## src/rtl/can_level_stuff.sv

```systemverilog
`default_nettype none
// ============================================================================
//  Module      : can_level_stuff
//  Description : CAN bit-stuffing layer between bit timing and packet layer.
//                Inserts/removes stuff bits, flags stuff violations and
//                accumulates CRC-15 over destuffed bits inside the window.
//  Revision    : 1.0 - initial release
// ============================================================================
module can_level_stuff #(
   parameter int unsigned STUFF_LEN = 5,
   parameter logic [14:0] CRC_POLY  = 15'h4599
) (
   input  logic        clk,
   input  logic        rst,
   input  logic        bit_req,
   input  logic        bit_rx,
   output logic        bit_tx,
   input  logic        stuff_en,
   output logic        usr_req,
   output logic        usr_rbit,
   input  logic        usr_tbit,
   output logic        stuff_slot,
   output logic        stuff_err,
   output logic [14:0] crc
);

   localparam logic [2:0] c_STUFF_LEN = 3'(STUFF_LEN);

   logic [2:0]  run_cnt_q,    run_cnt_d;
   logic        run_bit_q,    run_bit_d;
   logic        stuff_pend_q, stuff_pend_d;
   logic [14:0] crc_q,        crc_d;
   logic        bit_tx_q,     bit_tx_d;
   logic        usr_req_q,    usr_req_d;
   logic        usr_rbit_q,   usr_rbit_d;
   logic        stuff_slot_q, stuff_slot_d;
   logic        stuff_err_q,  stuff_err_d;
   // Set in the cycle after a bit border whose slot did not schedule a stuff
   // bit; that cycle latches the packet layer's next transmit bit.
   logic        tx_load_q,    tx_load_d;

   logic [2:0]  w_cnt_inc;
   logic [2:0]  w_run_next;
   logic [14:0] w_crc_next;

   // Run length, CRC step and next-state decision for each bit border
   always_comb begin
      w_cnt_inc    = (run_cnt_q == 3'd7) ? 3'd7 : run_cnt_q + 3'd1;
      w_run_next   = ((bit_rx == run_bit_q) && (run_cnt_q != 3'd0)) ? w_cnt_inc : 3'd1;
      w_crc_next   = {crc_q[13:0], 1'b0} ^ ((bit_rx ^ crc_q[14]) ? CRC_POLY : 15'd0);

      run_cnt_d    = run_cnt_q;
      run_bit_d    = run_bit_q;
      stuff_pend_d = stuff_pend_q;
      crc_d        = crc_q;
      bit_tx_d     = bit_tx_q;
      usr_rbit_d   = usr_rbit_q;
      usr_req_d    = 1'b0;
      stuff_slot_d = 1'b0;
      stuff_err_d  = 1'b0;
      tx_load_d    = 1'b0;

      if (tx_load_q) begin
         bit_tx_d = usr_tbit;
      end

      if (bit_req) begin
         tx_load_d = 1'b1;
         if (stuff_pend_q) begin
            // Stuff slot: honoured regardless of stuff_en, never delivered
            stuff_slot_d = 1'b1;
            stuff_pend_d = 1'b0;
            if (bit_rx == run_bit_q) begin
               stuff_err_d = 1'b1;
               run_cnt_d   = 3'd0;
            end else begin
               run_bit_d = bit_rx;
               run_cnt_d = 3'd1;
            end
         end else if (stuff_en) begin
            usr_req_d  = 1'b1;
            usr_rbit_d = bit_rx;
            run_bit_d  = bit_rx;
            run_cnt_d  = w_run_next;
            crc_d      = w_crc_next;
            if (w_run_next == c_STUFF_LEN) begin
               // Next slot is a stuff bit: transmit the complement of the run
               stuff_pend_d = 1'b1;
               tx_load_d    = 1'b0;
               bit_tx_d     = ~bit_rx;
            end
         end else begin
            usr_req_d  = 1'b1;
            usr_rbit_d = bit_rx;
            run_bit_d  = bit_rx;
            run_cnt_d  = 3'd0;
            crc_d      = 15'd0;
         end
      end
   end

   // State and output registers; reset drives the bus recessive at once
   always_ff @(posedge clk or posedge rst) begin
      if (rst) begin
         run_cnt_q    <= 3'd0;
         run_bit_q    <= 1'b1;
         stuff_pend_q <= 1'b0;
         crc_q        <= 15'd0;
         bit_tx_q     <= 1'b1;
         usr_req_q    <= 1'b0;
         usr_rbit_q   <= 1'b1;
         stuff_slot_q <= 1'b0;
         stuff_err_q  <= 1'b0;
         tx_load_q    <= 1'b0;
      end else begin
         run_cnt_q    <= run_cnt_d;
         run_bit_q    <= run_bit_d;
         stuff_pend_q <= stuff_pend_d;
         crc_q        <= crc_d;
         bit_tx_q     <= bit_tx_d;
         usr_req_q    <= usr_req_d;
         usr_rbit_q   <= usr_rbit_d;
         stuff_slot_q <= stuff_slot_d;
         stuff_err_q  <= stuff_err_d;
         tx_load_q    <= tx_load_d;
      end
   end

   assign bit_tx     = bit_tx_q;
   assign usr_req    = usr_req_q;
   assign usr_rbit   = usr_rbit_q;
   assign stuff_slot = stuff_slot_q;
   assign stuff_err  = stuff_err_q;
   assign crc        = crc_q;

endmodule
`default_nettype wire
```

## config.mk

```make
export PLATFORM = sky130hd
export DESIGN_NAME = can_level_stuff
export DESIGN_NICKNAME = d
export VERILOG_FILES = /design/src/rtl/can_level_stuff.sv
export SDC_FILE = /design/constraint.sdc
export NUM_CORES = 1
export LEC_CHECK = 0
export CAP_MARGIN = 20
export CORE_MARGIN = 2
export CORE_UTILIZATION = 49
export DETAILED_ROUTE_END_ITERATION = 8
export PLACE_DENSITY = 0.84
export SYNTH_ARGS = -nofsm -noshare
export SYNTH_HDL_FRONTEND = slang
export SYNTH_SLANG_ARGS = --single-unit
export TNS_END_PERCENT = 1
```

## constraint.sdc

```tcl
create_clock -name clk -period 1.91 [get_ports clk]
set_input_delay 0.191 -clock clk [delete_from_list [all_inputs] [get_ports clk]]
set_output_delay 0.191 -clock clk [all_outputs]
set_load 0.01 [all_outputs]
```

# After elaboration in Yosys (flattened, before gate mapping)

Index checks and enable logic that the tools add are counted.

Memories kept: 0
Flip-flop bits (word level): 26
Bits in writable memories: 0
Bits of input ports: 6
Logic and storage cells: 51
Output and inout bits: 20
Latch bits: 0
Memory bits (read-only): 0

$lt $le $gt $ge: 0
Shifts and indexed selects: 0
Muxes and demuxes: 28
Bitwise logic cells: 4
Div/mod/pow operators: 0
Equal/unequal tests: 4
Reductions and logical operators: 4
Add/subtract/negate cells: 1
Multipliers: 0

Operator list:

| operator                                     | count |
|---|---|
| two-way mux 15 bit                           | 2 |
| two-way mux 1 bit                            | 22 |
| XOR 15 bit                                   | 1 |
| two-way mux 3 bit                            | 4 |
| == test 3 bit (second input constant)        | 2 |
| AND reduction 2 bit                          | 2 |
| adder 3 x 1 -> 3 bit (second input constant) | 1 |
| nonzero test 3 bit                           | 1 |
| != test 2 bit (second input constant)        | 1 |
| inverter 1 bit                               | 2 |
| == test 1 bit                                | 1 |
| logical AND 1 bit                            | 1 |
| XOR 1 bit                                    | 1 |

# Longest topological paths before layout

Gate-level depths: netlist (run 1).

Depth in word-level cells: 8
Mapped depth: 5
Depth with buffers taken out: 5

# Least setup slack after synthesis (run 1)

OpenSTA, ideal clock, no wires.

Path kind: reg2reg
From: reg run_cnt_q[0]
To: reg tx_load_q
Arrival: 1200 ps
Clock period less this slack: 1319 ps
Buffers on the path: 0
Cell stages (with the launch flop): 6
Data required time: 1791 ps
Slack: 591 ps
Setup time: 119 ps
Path through: dfrtp_1 inv_1 ha_1 nor3b_1 o21ai_0 o21a_1

Longest elaborated chain between the ends: 8
Elaborated cells between the ends (all ways): 11
Those cells by class: 1 x add/sub; 2 x eq/ne; 6 x mux; 2 x reduce/logical

RTL lines:

| item                                                   | line   | text |
|---|---|---|
| start, declared                                        | 29     | `logic [2:0] run_cnt_q, run_cnt_d;` |
| start signal, assigned                                 | 116    | `run_cnt_q <= run_cnt_d;` |
| adder 3 x 1 -> 3 bit, or another cell as far along     | 48     | `w_cnt_inc = (run_cnt_q == 3'd7) ? 3'd7 : run_cnt_q + 3'd1;` |
| two-way mux 3 bit or logical AND 1 bit (tied branches) | 48, 49 |  |
| two-way mux 3 bit (*)                                  | 49     | `w_run_next = ((bit_rx == run_bit_q) && (run_cnt_q != 3'd0)) ? w_cnt_inc : 3'd1;` |
| == test 3 bit (*)                                      | 86     | `if (w_run_next == c_STUFF_LEN) begin` |
| two-way mux 1 bit (*)                                  | 86     |  |
| two-way mux 1 bit (*)                                  | 80     | `end else if (stuff_en) begin` |
| two-way mux 1 bit (*)                                  | 69     | `if (stuff_pend_q) begin` |
| two-way mux 1 bit (*)                                  | 67     | `if (bit_req) begin` |
| net tx_load_d                                          | 40     | `logic tx_load_q, tx_load_d;` |
| end signal, assigned                                   | 125    | `tx_load_q <= tx_load_d;` |
| end, declared                                          | 40     |  |

Mark *: on every way through the listed nets, which the timed path passes. The rest lies on a longest branch.
A chain may end at the register's enable or synchronous reset.

# Worst setup path in the final report (run 1)

From: reg crc_q[14], in the netlist crc[14]
To: out crc[14]

RTL lines:

| item                   | line | text |
|---|---|---|
| start, declared        | 32   | `logic [14:0] crc_q, crc_d;` |
| start signal, assigned | 119  | `crc_q <= crc_d;` |
| end, declared          | 24   | `output logic [14:0] crc` |

No word-level cell between the ends.

==> results of run 1 <==
## cells in the mapped netlist, types with 2 or more instances
master	n	area share (%)
a21o_1	2	1.2
a21oi_1	3	1.2
a31oi_1	2	1.0
and2_1	2	1.0
buf_2	4	1.6
dfrtp_1	23	46
dfstp_2	3	6.4
ha_1	2	2.0
inv_1	7	2.1
mux2_2	2	1.8
mux2i_1	2	1.6
nand2_1	23	7.0
nand3b_1	2	1.2
nor2_1	3	0.91
o21ai_0	11	4.4
o21ai_1	5	2.0
xnor2_1	6	4.2
## routing by layer
metal | up-vias | global-route usage [%]
li1 | 457 | -
met1 | 453 | 21.17
met2 | 19 | 31.93
met3 | 5 | 3.005
met4 | 0 | 8.750
met5 | - | 0
## cell families after synthesis
group / Yosys count / synth area share, %
adders and majority gates: 2 / 2.020
muxes: 4 / 3.434
DFF: 26 / 52.83
buffers and inverters: 13 / 5.051
xor gates and xnor gates: 8 / 7.778
AOI/OAI and AO/OA: 30 / 15.25
and+or+nand+nor: 36 / 13.64
## state kept, by name, summed over array words and instances, names as in the netlist
register and flops:
bit_tx 1, crc 15, run_bit_q 1, run_cnt_q 3
stuff_err 1, stuff_pend_q 1, stuff_slot 1, tx_load_q 1
usr_rbit 1, usr_req 1
## area by class of cell
class	count	area (sq um)	area share, %
tap	30	37.54	2.389
clock buffer	4	36.28	2.309
sequential	26	654.4	41.64
timing repair buffer	31	295.3	18.79
multi-input combinational	80	521.8	33.20
inverter	7	26.28	1.672
## path summary, 6_finish.rpt
path / from / endpoint / cells past startpoint
setup / recovery: crc[14] / crc[14] / 1
hold / removal: rst / run_cnt_q[1] / 2
setup reg to reg: run_cnt_q[0] / stuff_pend_q / 5
hold reg to reg: crc[5] / crc[5] / 2
max in group asynchronous: rst / crc[12] / 3
min in group clk: crc[5] / crc[5] / 2
## power by group
group | internal, mW | switching, mW | total (mW)
clock | 0.117 | 0.162 | 0.279
sequential | 0.607 | 0.0499 | 0.657
combinational | 0.165 | 0.141 | 0.306
total | 0.889 | 0.353 | 1.24
==> impl_metrics.tcl, run 1 <==
set metrics [dict create \
    outcome "finished, final reports clean" \
    synth_cell_types 34 \
    wl_met2_mm 1.182 \
    cts_resized 0 \
    dp_hpwl_mm 1.799 \
    dr_total_vias 934 \
    power_leakage_nw 0.6981 \
    clockBufferDepth 2 \
    insertion_delay_ps 330 \
    worst_ep_arrival_time_ps 1420 \
    worst_path_largest_cell_delay_ps 590 \
    setup_slack_ps 299.4 \
    total_power_mw 1.242 \
    grtUsageTotal_pct 18.09 \
    syn_inst 119 \
    wl_met3_um 101 \
    cp-start-kind "flop" \
    fill_cells 210 \
    met1_length_um 980 \
    fmax_mhz 620.9 \
    crit_type "reg -> out" \
    cts_tree "done" \
    die_w_um 54.28 \
    wl_per_cell_um 13.02 \
    top_layer "met4" \
    grt_pass1_wl_mm 3.829 \
    synth-seq-cells 26 \
    wl_mm 2.317 \
    grt_pass1_vias 885 \
    core_sq_um 2432 \
    timing.final.crit_period_ps 1611 \
    synthesis.area_sq_um 1239 \
    placed_area_sq_um 1535 \
    fin_util_pct 64.61 \
    drv_cap 0 \
    drt_iter0_markers 5 \
    viasPerCell 5.247 \
    slew_headroom_pct 69.90 \
    hold_buffers 0 \
    clk_pin_slew_ps 130 \
    ant_nets 0 \
    r2r_setup_slack_ps 360 \
    synth_fp_nets 127 \
    drv_slew 0 \
    synthesis.area_per_instance_sq_um 10.41 \
    cts_buffers 3 \
    port_buffers 25 \
    ys_seq_area_share_pct 52.83 \
    ys.flop_type "dfrtp_1" \
    antenna_found_initial 0 \
    drive_above_1_share_pct 12.84 \
    required_ps 1720 \
    hold_viol 0 \
    crit_buf_inv 1 \
    final_common_cell "clkdlybuf4s50_1" \
    area_delta_synth_final_pct 26.87 \
    worst_pin_slew_ps 451.0 \
    start_util_pct 50.93 \
    critPathMaxFanout 4 \
    crit_slowest_cell "clkdlybuf4s50_1" \
    grt_setup_unrepaired "false" \
    async_reset_ff_share_pct 100.0 \
    fp-row-count 18 \
    dieHeight_um 54.28 \
    crit_family "buffers and inverters" \
    peakVddDrop_uv 486.2 \
    hold_path.class "in -> async" \
    root_buffer "clkbuf_4" \
    postCtsSetupBuffers 0 \
    yosys_warnings 0 \
    p_per_area_nw_per_um2 790.5 \
    whs_ps 147.1 \
    final_cell_mix "clkdlybuf4s50_1, nand2_1, dfrtp_1, o21ai_0, inv_1" \
    finalClockSkew_ps 1.742 \
    nNetsFinal 157 \
    grt_max_degree 16 \
    pre_cts_slack_ps 333.8 \
    finalSetupTns_ps 0 \
    finalCritPeriodShare_pct 84.32 \
    diodes 0 \
    placed_cells 174 \
    dieArea_sq_um 2946 \
    place_congestion 0.8600 \
    overflow 0 \
    htree_levels 1 \
    setup_viol 0 \
    drc 0 \
    finish.instance_area_sq_um 1572 \
    dr.pass1.iters 4 \
    cts_sinks 26 \
    end_kind "output pin" \
    ioPinCount 26 \
    crit_chain "clkdlybuf4s50_1" \
    synth-edff-count 0 \
    final_cell_count_no_fill 178 \
]
Note: power is estimated with default switching activity, not from simulation.
==> inputs of run 2 (changes only) <==
--- a/config.mk
+++ b/config.mk
@@ -7,9 +7,9 @@
 export LEC_CHECK = 0
 export CAP_MARGIN = 20
 export CORE_MARGIN = 2
-export CORE_UTILIZATION = 49
+export CORE_UTILIZATION = 45
 export DETAILED_ROUTE_END_ITERATION = 8
-export PLACE_DENSITY = 0.84
+export PLACE_DENSITY = 0.82
 export SYNTH_ARGS = -nofsm -noshare
 export SYNTH_HDL_FRONTEND = slang
 export SYNTH_SLANG_ARGS = --single-unit
==> constraint.sdc (replaced) <==
create_clock -name clk -period 1.45 [get_ports clk]
set_input_delay 0.145 -clock clk [delete_from_list [all_inputs] [get_ports clk]]
set_output_delay 0.145 -clock clk [all_outputs]
set_load 0.01 [all_outputs]
==> impl_metrics.tcl, run 2 (same netlist as run 1, synthesis figures left out) <==
set metrics [dict create \
    outcome "finished, final reports clean" \
    cp-start-kind "flop" \
    dr.pass1.iters 4 \
    wl_per_cell_um 13.26 \
    timing.final.crit_period_ps 1396 \
    drv_slew 0 \
    drc 0 \
    fin_util_pct 62.93 \
    finalClockSkew_ps 6.649 \
    drv_cap 0 \
    wl_mm 2.492 \
    fmax_mhz 716.3 \
    grt_setup_unrepaired "true" \
    dr_total_vias 966 \
    required_ps 1700 \
    setup_viol 0 \
    htree_levels 1 \
    finalCritPeriodShare_pct 96.28 \
    root_buffer "clkbuf_4" \
    placed_area_sq_um 1589 \
    ant_nets 0 \
    start_util_pct 46.11 \
    grt_pass1_wl_mm 4.333 \
    clockBufferDepth 2 \
    crit_type "reg -> reg" \
    grt_pass1_vias 970 \
    final_cell_count_no_fill 188 \
    clk_pin_slew_ps 140 \
    largest_reg_flops 15 \
    slew_headroom_pct 81.69 \
    viasPerCell 5.138 \
    port_buffers 25 \
    antenna_found_initial 0 \
    final_cell_mix "nand2_1, dfrtp_1, buf_4, o21ai_0, dlygate4sd2_1" \
    area_delta_synth_final_pct 36.46 \
    die_w_um 56.47 \
    worst_ep_arrival_time_ps 1650 \
    p_per_area_nw_per_um2 983.9 \
    combPwrFrac_pct 25.4 \
    worst_pin_slew_ps 274.3 \
    power_leakage_nw 0.8985 \
    hold_viol 0 \
    pre_cts_slack_ps -48.31 \
    overflow 0 \
    drt_iter0_markers 11 \
    cts_tree "done" \
    swShare_pct 29.21 \
    dp_hpwl_mm 1.951 \
    hold_path.class "in -> async" \
    hold_buffers 0 \
    end_kind "flop" \
    critPathMaxFanout 5 \
    insertion_delay_ps 320 \
    seqPwrFrac_pct 52.3 \
    cts_buffers 3 \
    diodes 0 \
    nNetsFinal 166 \
    core_sq_um 2686 \
    dieArea_sq_um 3188 \
    clkPwrFrac_pct 22.3 \
    grtUsageTotal_pct 17.49 \
    intPower_mw 1.177 \
    placed_cells 182 \
    grt_max_degree 19 \
    ioPinCount 26 \
    final_common_cell "nand2_1" \
    finish.instance_area_sq_um 1690 \
    place_congestion 0.7591 \
    fp-row-count 19 \
    switchingPower_uw 485.8 \
    peakVddDrop_uv 806.9 \
    setup_slack_ps 53.96 \
    drive_above_1_share_pct 22.29 \
    dieHeight_um 56.47 \
    cts_sinks 26 \
]
-- run 2: path summary, 6_finish.rpt --
| path | start | endpoint | slack (ps) | cells after the start |
|---|---|---|---|---|
| max reg2reg | run_cnt_q[0] | bit_tx | 50 | 5 |
| min in group clk | crc[8] | crc[8] | 520 | 2 |
| min | rst | crc[0] | 30 | 2 |
| max in group asynchronous | rst | run_bit_q | 910 | 3 |
| min reg2reg | crc[8] | crc[8] | 520 | 2 |
| max | run_cnt_q[0] | bit_tx | 50 | 5 |
-- run 2: through the flow --
stage / hold WS (ps) / TNS [ps] / power (mW)
2_1_floorplan: 182.8 / 0 / 1.104
3_3_place_gp: 401.5 / -84.20 / 1.287
3_5_place_dp: 412.6 / -241.1 / 1.311
4_1_cts: 45.23 / 0 / 1.663
5_1_grt: 36.39 / -31.77 / 1.773
6_report: 31.37 / 0 / 1.663
-- run 2: power groups by stage --
| stage | combinational (mW) | clock [mW] | sequential (mW) |
|---|---|---|---|
| 2_1_floorplan | 0.206 | 0 | 0.898 |
| 3_3_place_gp | 0.410 | 0 | 0.877 |
| 3_5_place_dp | 0.429 | 0 | 0.882 |
| 4_1_cts | 0.413 | 0.381 | 0.869 |
| 5_1_grt | 0.471 | 0.417 | 0.885 |
| 6_report | 0.422 | 0.372 | 0.870 |
-- run 2: per-layer routing --
layer	part of all wire (%)	track usage, %	vias up
met5	0	0	-
met4	1.3	6.803	0
met3	5.5	3.456	4
met2	51	30.07	29
met1	42	21.48	457
li1	-	-	476
-- run 2: final cells by class --
class | instances | area, sq um
Fill cell | 240 | 996.0
Sequential cell | 26 | 656.9
Multi-Input combinational cell | 80 | 560.5
Timing Repair Buffer | 40 | 371.6
Tap cell | 31 | 38.79
Clock buffer | 4 | 36.28
Inverter | 7 | 26.28
-- run 2: worst max-delay path, cell delays in order, from the launching register on --
cell and delay (ps):
dfrtp_2 490, ha_4 180, nor3b_4 150, buf_4 140, o211a_1 190, o211ai_1 170
-- run 2: repair_timing --
item | in CTS | in global routing
setup buffers | 0 | 2
pin swaps | 0 | 4
setup endpoints to repair | 11 | 11
hold endpoints to repair | 0 | 0
gates resized for setup | 13 | 14
==> inputs of run 3 (changes only) <==
--- a/config.mk
+++ b/config.mk
@@ -6,10 +6,10 @@
 export NUM_CORES = 1
 export LEC_CHECK = 0
 export CAP_MARGIN = 20
-export CORE_MARGIN = 2
 export CORE_UTILIZATION = 45
 export DETAILED_ROUTE_END_ITERATION = 8
 export PLACE_DENSITY = 0.82
+export SKIP_LAST_GASP = 1
 export SYNTH_ARGS = -nofsm -noshare
 export SYNTH_HDL_FRONTEND = slang
 export SYNTH_SLANG_ARGS = --single-unit
==> impl_metrics.tcl, run 3 (same netlist as run 1, synthesis figures left out) <==
set metrics [dict create \
    outcome "finished, violations left" \
    violations "negative setup slack" \
    drc 0 \
    pre_cts_slack_ps -45.23 \
    placed_cells 182 \
    end_kind "output pin" \
    postCtsSetupBuffers 0 \
    critPathMaxFanout 4 \
    dieArea_sq_um 2966 \
    whs_ps 163.0 \
    grt_max_degree 27 \
    top_layer "met4" \
    worst_path_largest_cell_delay_ps 570 \
    antenna_found_initial 0 \
    clockBufferDepth 2 \
    grt_setup_unrepaired "true" \
    wl_met3_um 82 \
    drive_above_1_share_pct 17.95 \
    wl_met2_mm 1.225 \
    dr.pass1.iters 4 \
    finalSetupTns_ps -40.25 \
    crit_family "buffers and inverters" \
    start_util_pct 48.67 \
    port_buffers 25 \
    diodes 0 \
    drt_iter0_markers 7 \
    viasPerCell 5.210 \
    dieHeight_um 54.47 \
    finish.instance_area_sq_um 1650 \
    insertion_delay_ps 310 \
    final_cell_count_no_fill 186 \
    largest_reg_flops 15 \
    htree_levels 1 \
    hold_viol 0 \
    cts_resized 2 \
    crit_buf_inv 1 \
    timing.final.crit_period_ps 1490 \
    hold_path.class "in -> async" \
    met1_length_mm 1.021 \
    total_power_mw 1.780 \
    finalClockSkew_ps 7.566 \
    placed_area_sq_um 1595 \
    wl_mm 2.344 \
    worst_ep_arrival_time_ps 1350 \
    ant_nets 0 \
    power_leakage_nw 0.7474 \
    setup_slack_ps -40.25 \
    peakVddDrop_uv 775.5 \
    cp-start-kind "flop" \
    fp-row-count 18 \
    drv_slew 0 \
    grt_pass1_vias 898 \
    required_ps 1310 \
    fill_cells 216 \
    cts_tree "done" \
    worst_pin_slew_ps 323.5 \
    finalCritPeriodShare_pct 102.8 \
    fmax_mhz 671.0 \
    ioPinCount 26 \
    dr_total_vias 969 \
    setup_viol 1 \
    p_per_area_nw_per_um2 1078 \
    die_w_um 54.47 \
    cts_sinks 26 \
    crit_slowest_cell "clkdlybuf4s50_1" \
    r2r_setup_slack_ps 50 \
    clk_pin_slew_ps 140 \
    crit_type "reg -> out" \
    hold_buffers 0 \
    grt_pass1_wl_mm 3.891 \
    area_delta_synth_final_pct 33.23 \
    nNetsFinal 165 \
    cts_buffers 3 \
    wl_per_cell_um 12.60 \
    place_congestion 0.7773 \
    dp_hpwl_mm 1.790 \
    crit_chain "clkdlybuf4s50_1" \
    drv_cap 0 \
    slew_headroom_pct 78.43 \
    fin_util_pct 64.85 \
    root_buffer "clkbuf_4" \
    grtUsageTotal_pct 18.60 \
    core_sq_um 2545 \
    final_cell_mix "nand2_1, clkdlybuf4s50_1, dfrtp_1, buf_4, o21ai_0" \
    overflow 0 \
]
[run 3: cell count changes in the layout (fill, tap and decap cells not counted), sizes merged]
cell	change
buf	-1
clkdlybuf4s50	+15
dlymetal6s2s	-7
clkbuf	-1
dlygate4sd2	-8
bufinv	+1
[run 3: final timing paths]
kind	start	endpoint	cells past startpoint
max in group asynchronous	rst	bit_tx	3
min reg2reg	crc[5]	crc[5]	2
min	rst	crc[6]	3
max	crc[14]	crc[14]	1
max reg2reg	run_cnt_q[0]	bit_tx	6
min in group clk	crc[5]	crc[5]	2
[run 3: metal layers]
layer	GRT usage (%)	vias to the layer above
li1	-	472
met1	22.46	474
met2	32.52	21
met3	2.778	2
met4	8.120	0
met5	0	-
[run 3: worst reg2reg max path, cell delays in order, from the launching register on]
cell and delay, ps:
dfrtp_1 400, inv_1 60, ha_1 220, nor3b_1 270
buf_4 170, o2111ai_1 100, o211ai_1 110
[run 3: final cells by class]
cell class / instances / area, sq um / area share (%)
inverter: 7 / 26.28 / 1.592
tap: 30 / 37.54 / 2.274
multi-input combinational: 80 / 521.8 / 31.61
clock buffer: 3 / 22.52 / 1.365
sequential: 26 / 655.6 / 39.73
timing repair buffer: 39 / 356.6 / 21.61
clock inverter: 1 / 30.03 / 1.820
[run 3: where the power goes]
group	switching, mW	total [mW]	internal, mW
sequential	0.0652	0.866	0.801
clock	0.208	0.487	0.279
combinational	0.193	0.427	0.235
